`src/rtl/uart_pkg.sv`:
```
// Shared definitions for the UART transmitter peripheral: register
// addresses, transmitter FSM states and the baud divider helper.
package uart_pkg;

  localparam logic [3:0] ADDR_STATUS = 4'h0;
  localparam logic [3:0] ADDR_TXDATA = 4'h2;

  typedef enum logic [1:0] {
    IDLE,
    START,
    DATA,
    STOP
  } uart_state_t;

  // Clocks per serial bit, truncating division.
  function automatic int clks_per_bit(input int clk_freq, input int baud);
    return clk_freq / baud;
  endfunction

endpackage

```
`src/rtl/uart_tx_core.sv`:
```
// 8N1 serial transmitter: baud counter, shift register and frame FSM.
// A start pulse while idle latches data and begins a frame on the next edge.
module uart_tx_core
  import uart_pkg::*;
#(
  parameter int CLKS_PER_BIT = 434
) (
  input  logic       clk,
  input  logic       rst,
  input  logic       start,
  input  logic [7:0] data,
  output logic       tx,
  output logic       busy
);

  localparam int CW = $clog2(CLKS_PER_BIT + 1);
  localparam logic [CW-1:0] LAST = CW'(CLKS_PER_BIT - 1);

  uart_state_t   state;
  logic [CW-1:0] cnt;
  logic [2:0]    bit_idx;
  logic [7:0]    shreg;

  // Frame sequencer with registered serial output and busy flag.
  always_ff @(posedge clk or negedge rst) begin
    if (!rst) begin
      state   <= IDLE;
      cnt     <= '0;
      bit_idx <= '0;
      shreg   <= '0;
      tx      <= 1'b1;
      busy    <= 1'b0;
    end else begin
      case (state)
        IDLE: begin
          if (start) begin
            state   <= START;
            shreg   <= data;
            cnt     <= '0;
            bit_idx <= '0;
            tx      <= 1'b0;
            busy    <= 1'b1;
          end
        end
        START: begin
          if (cnt == LAST) begin
            cnt   <= '0;
            state <= DATA;
            tx    <= shreg[0];
            shreg <= {1'b0, shreg[7:1]};
          end else begin
            cnt <= cnt + 1'b1;
          end
        end
        DATA: begin
          if (cnt == LAST) begin
            cnt     <= '0;
            bit_idx <= bit_idx + 1'b1;
            if (bit_idx == 3'd7) begin
              state <= STOP;
              tx    <= 1'b1;
            end else begin
              tx    <= shreg[0];
              shreg <= {1'b0, shreg[7:1]};
            end
          end else begin
            cnt <= cnt + 1'b1;
          end
        end
        STOP: begin
          if (cnt == LAST) begin
            cnt   <= '0;
            state <= IDLE;
            busy  <= 1'b0;
          end else begin
            cnt <= cnt + 1'b1;
          end
        end
        default: state <= IDLE;
      endcase
    end
  end

endmodule

```
`src/rtl/uart_tx_peripheral.sv`:
```
// Memory-mapped UART transmitter for the J1 I/O bus.
// Optional macro UART_LEDOUT_EN: when defined, ledout mirrors busy;
// otherwise ledout is tied low.
module uart_tx_peripheral
  import uart_pkg::*;
#(
  parameter int CLK_FREQ     = 50000000,
  parameter int BAUD         = 115200,
  parameter int CLKS_PER_BIT = clks_per_bit(CLK_FREQ, BAUD)
) (
  input  logic        clk,
  input  logic        rst,
  input  logic [15:0] d_in,
  input  logic        cs,
  input  logic [3:0]  addr,
  input  logic        rd,
  input  logic        wr,
  output logic [15:0] d_out,
  output logic        uart_tx,
  output logic        ledout
);

  logic       wr_hit;
  logic       wr_hit_q;
  logic       accept;
  logic       busy;
  logic [7:0] tx_byte;
  logic       unused_hi;

  assign unused_hi = ^d_in[15:8];

  assign wr_hit = cs & wr & (addr == ADDR_TXDATA);
  assign accept = wr_hit & ~wr_hit_q & ~busy;

  // Write-strobe edge history and the last accepted byte.
  always_ff @(posedge clk or negedge rst) begin
    if (!rst) begin
      wr_hit_q <= 1'b0;
      tx_byte  <= '0;
    end else begin
      wr_hit_q <= wr_hit;
      if (accept) tx_byte <= d_in[7:0];
    end
  end

  // Registered read mux; returns to zero whenever no read is in progress.
  always_ff @(posedge clk or negedge rst) begin
    if (!rst) begin
      d_out <= '0;
    end else if (cs && rd) begin
      case (addr)
        ADDR_STATUS: d_out <= {15'b0, busy};
        ADDR_TXDATA: d_out <= {8'b0, tx_byte};
        default:     d_out <= '0;
      endcase
    end else begin
      d_out <= '0;
    end
  end

  uart_tx_core #(
    .CLKS_PER_BIT(CLKS_PER_BIT)
  ) u_core (
    .clk  (clk),
    .rst  (rst),
    .start(accept),
    .data (d_in[7:0]),
    .tx   (uart_tx),
    .busy (busy)
  );

`ifdef UART_LEDOUT_EN
  assign ledout = busy;
`else
  assign ledout = 1'b0;
`endif

endmodule

```
`config.mk`:
```
export PLATFORM = sky130hd
export DESIGN_NAME = uart_tx_peripheral
export DESIGN_NICKNAME = d
export VERILOG_FILES = /design/src/rtl/uart_pkg.sv /design/src/rtl/uart_tx_core.sv /design/src/rtl/uart_tx_peripheral.sv
export SDC_FILE = /design/constraint.sdc
export NUM_CORES = 1
export LEC_CHECK = 0
export CORE_ASPECT_RATIO = 1.5
export CORE_MARGIN = 4
export CORE_UTILIZATION = 35
export CTS_CLUSTER_DIAMETER = 40
export DETAILED_ROUTE_END_ITERATION = 8
export DONT_BUFFER_PORTS = 1
export SYNTH_ARGS = -nofsm -noshare
export SYNTH_HDL_FRONTEND = slang
export SYNTH_SLANG_ARGS = --single-unit
```
`constraint.sdc`:
```
create_clock -name clk -period 2.5 [get_ports clk]
set_input_delay 0.25 -clock clk [delete_from_list [all_inputs] [get_ports clk]]
set_output_delay 0.25 -clock clk [all_outputs]
set_load 0.01 [all_outputs]
```
==> metrics.txt <==
Post-synth ARST share=100.0%; Initial Utilization=~37%; chip height=104.0 um; Synth warnings=0; TritonCTS Sinks=41; PostCTS Resize Cnt=0; fin nets=228; CTS H-tree lvls=2; largest net degree at the start of global routing=42; leakage power=1.074 nW; syn avg cell area=11.37 um^2; post-layout min period=between 1.5 and 2 ns; via count=between 1,000 and 1,500; CTS tree=done; Routed WL=4.028 mm; hold path endpoint=d_out[0]; Fillers=569; Cell Chain, Critical Path=ha_1, and4_1, and2_0, o211ai_4, mux2_4; sequential element share of the synthesized area=a little under half; Die ar.=~0.0075 mm^2; largest family of logic cells by synthesized area=simple AND/OR/NAND/NOR gates; WS Path Type=register to register; buffers added on ports=0; Setup TNS Final=0 ns; Worst path max stage delay=0.47 ns; Clock Path Buffers=2; Tcrit/Tclk final=79.95%; area share of fa/ha/maj cells after synthesis=5.239%; n_diodes=0; layout cells sized above 1=22.56%; Avg WL per Cell=about 15 um; num rows=34; flops & latches, synth=41; pins over their slew limit=0; Slew HR=62.40%; Post-Place Cells=257; DRT Pass-1 Iters=4; DRC viols=0; status=complete, no violations; dominant cell type by area after synthesis=dfrtp_1; Hold Path Class=input port to register; non-filler cells, final=267; Max VDD drop=between 0.2 and 0.25 mV; multiplexer share of the synthesized area=14.96%; Synth Area in Simple Gates=15.02%; Register-to-Register Path Depth=5; Fin Clk Skew=0.005042 ns; vias in the first global route=1,433; Cell variety after synth=42; Synth-to-Final Area Change=7.800%; Hold Startpoint=rd; Post-synth EDFFs=0; main flop type after synthesis=dfrtp_1; Hold Path Depth=2; Post-DP HPWL=2.866 mm; worst endpoint required time=2.68 ns; Max Cap Viol=0; Slowest-stage cell, CP=o211ai_4; Vias/cell=5.270; unrepaired setup endpoints after global routing=no; GRT Residual Overflow=0; Arr. time, crit path=2.18 ns; synth cell count leaders=40 x dfrtp_1, 17 x mux2_2, 15 x o21ai_0; Cells after Synth=between 150 and 200; cts bufs inserted=5; final hold vios=0; total I/O pin count=43; initial DRC count=between 70 and 80; worst slew pin tran=0.5640 ns; initial antenna violation count=0; Post-DRT Antenna Nets=0; Total GRT Usage=a little under an eighth; first-pass GRT wire length=6.817 mm; top-count cell post-synth=dfrtp_1; startpoint types=register; Worst-path clk slew=0.09 ns; hold_buf cts=2; largest cells by area after synthesis=dfrtp_1 47%, mux2_2 8.9%, mux2_4 5.6%; CORE AREA=around 0.0059 mm^2; Finish-stage setup viols=0; Post-CTS Setup Bufs=0; critical path fanouts, max=8; Final Wtd Congestion=0.7781; clk_lat worst skew=0.30 ns; synthesized area=between 0.002 and 0.0025 mm^2; post-synth top area share=a little under half; compound-cell area share of the yosys netlist=10.77%; reg-to-reg endpoint=u_core.shreg[4]; f_max=0.5003 GHz; Setup crit end kind=register; FF-to-FF Start=u_core.cnt[0]; Die Width=71.99 um; Post-Synth XOR/XNOR Area=less than 1%; Clk Tree Root Cell=clkbuf_8; setup slack, reg-to-reg=0.50 ns; Pwr per Cell Area=491.8 mW/mm^2
-- critical path, delay by kind of cell, from the launching register on --
kind	cells	cell delay, ns
DFF	1	0.43
adders and majority gates	1	0.21
and+or+nand+nor	2	0.43
AOI/OAI and AO/OA	1	0.47
muxes	1	0.34
-- how the worst max path moves through the flow --
stage | endpoint | startpoint | slack, ns
5_1_grt | u_core.shreg[4] | u_core.cnt[0] | 0.43
6_report | u_core.shreg[4] | u_core.cnt[0] | 0.50
3_5_place_dp | u_core.shreg[3] | u_core.cnt[0] | 0.52
4_1_cts | u_core.shreg[4] | u_core.cnt[0] | 0.50
2_1_floorplan | u_core.shreg[0] | u_core.cnt[0] | 0.64
3_3_place_gp | u_core.shreg[4] | u_core.cnt[0] | 0.51
-- registers in the layout (all words and copies together), names as in the netlist --
name and flops:
u_core.shreg 8, d_out 8, u_core.tx 1, u_core.busy 1, wr_hit_q 1, u_core.state 2, tx_byte 8, u_core.cnt 9
u_core.bit_idx 3
-- area by class of cell --
| cell class | count | area [um^2] | area share (%) |
|---|---|---|---|
| Clock inverter | 3 | 21.27 | 0.9179 |
| Clock buffer | 5 | 68.82 | 2.970 |
| Inverter | 9 | 33.78 | 1.458 |
| Timing Repair Buffer | 4 | 45.04 | 1.944 |
| Sequential cell | 41 | 1027 | 44.33 |
| Tap cell | 72 | 90.09 | 3.888 |
| Multi-Input combinational cell | 133 | 1031 | 44.49 |
-- cells in the final DEF (no fill, tap or decap), drive strengths merged, types with 2 or more instances in the layout --
master  synthesis  routed
a21boi          2       2
and2            9       9
inv             9      10
nand4           3       3
o21ai          16      16
and3            4       4
o211ai          2       2
nand3           9       9
buf            11       3
clkbuf          3       5
a21oi           6       6
nand2          12      12
or3             2       2
nor2            6       6
mux2           25      25
dfrtp          40      40
a211oi          3       3
conb            1       9
ha              9       9
nor4b           2       2
-- routing by layer --
metal,global-route usage (%),routed length (um),vias to the layer above
met5,0,0,-
met4,6.720,110,0
met3,2.515,184,5
met2,19.08,2019,37
met1,13.85,1713,701
li1,-,-,664
-- through the flow --
stage | util, % | hold WS (ns) | instance area (um^2) | setup slack, ns | total power (W)
finish | 39.47 | 0.05458 | 2317 | 0.5013 | 0.001140
global route | 39.47 | 0.07537 | 2317 | 0.4254 | 0.001186
CTS | 39.47 | 0.04880 | 2317 | 0.4978 | 0.001159
detailed placement | 37.43 | -0.04453 | 2197 | 0.5190 | 0.0006865
global placement | 37.43 | -0.04432 | 2197 | 0.5147 | 0.0006864
floorplan | - | -0.04559 | 2180 | 0.6387 | 0.0006965
-- power breakdown --
| part | internal (W) | leakage (nW) | total (W) | switching, W |
|---|---|---|---|---|
| Clock | 0.000198 | 0.0445 | 0.000449 | 0.000251 |
| Combinational | 0.00000703 | 0.497 | 0.0000276 | 0.0000206 |
| Sequential | 0.000663 | 0.533 | 0.000663 | 0.000000222 |
| Total | 0.000868 | 1.07 | 0.00114 | 0.000272 |
-- kinds of logic (layout without fill, tap and decap cells) --
logic type	count (synthesis)	in the layout
adder cells (fa/ha/maj)	9	9
flip-flops	41	41
other	1	9
XOR/XNOR	1	1
AO/OA/AOI/OAI	34	34
multiplexers	26	26
AND/OR/NAND/NOR	54	54
buffers and inverters	23	21
(Power assumes the default switching activity.)
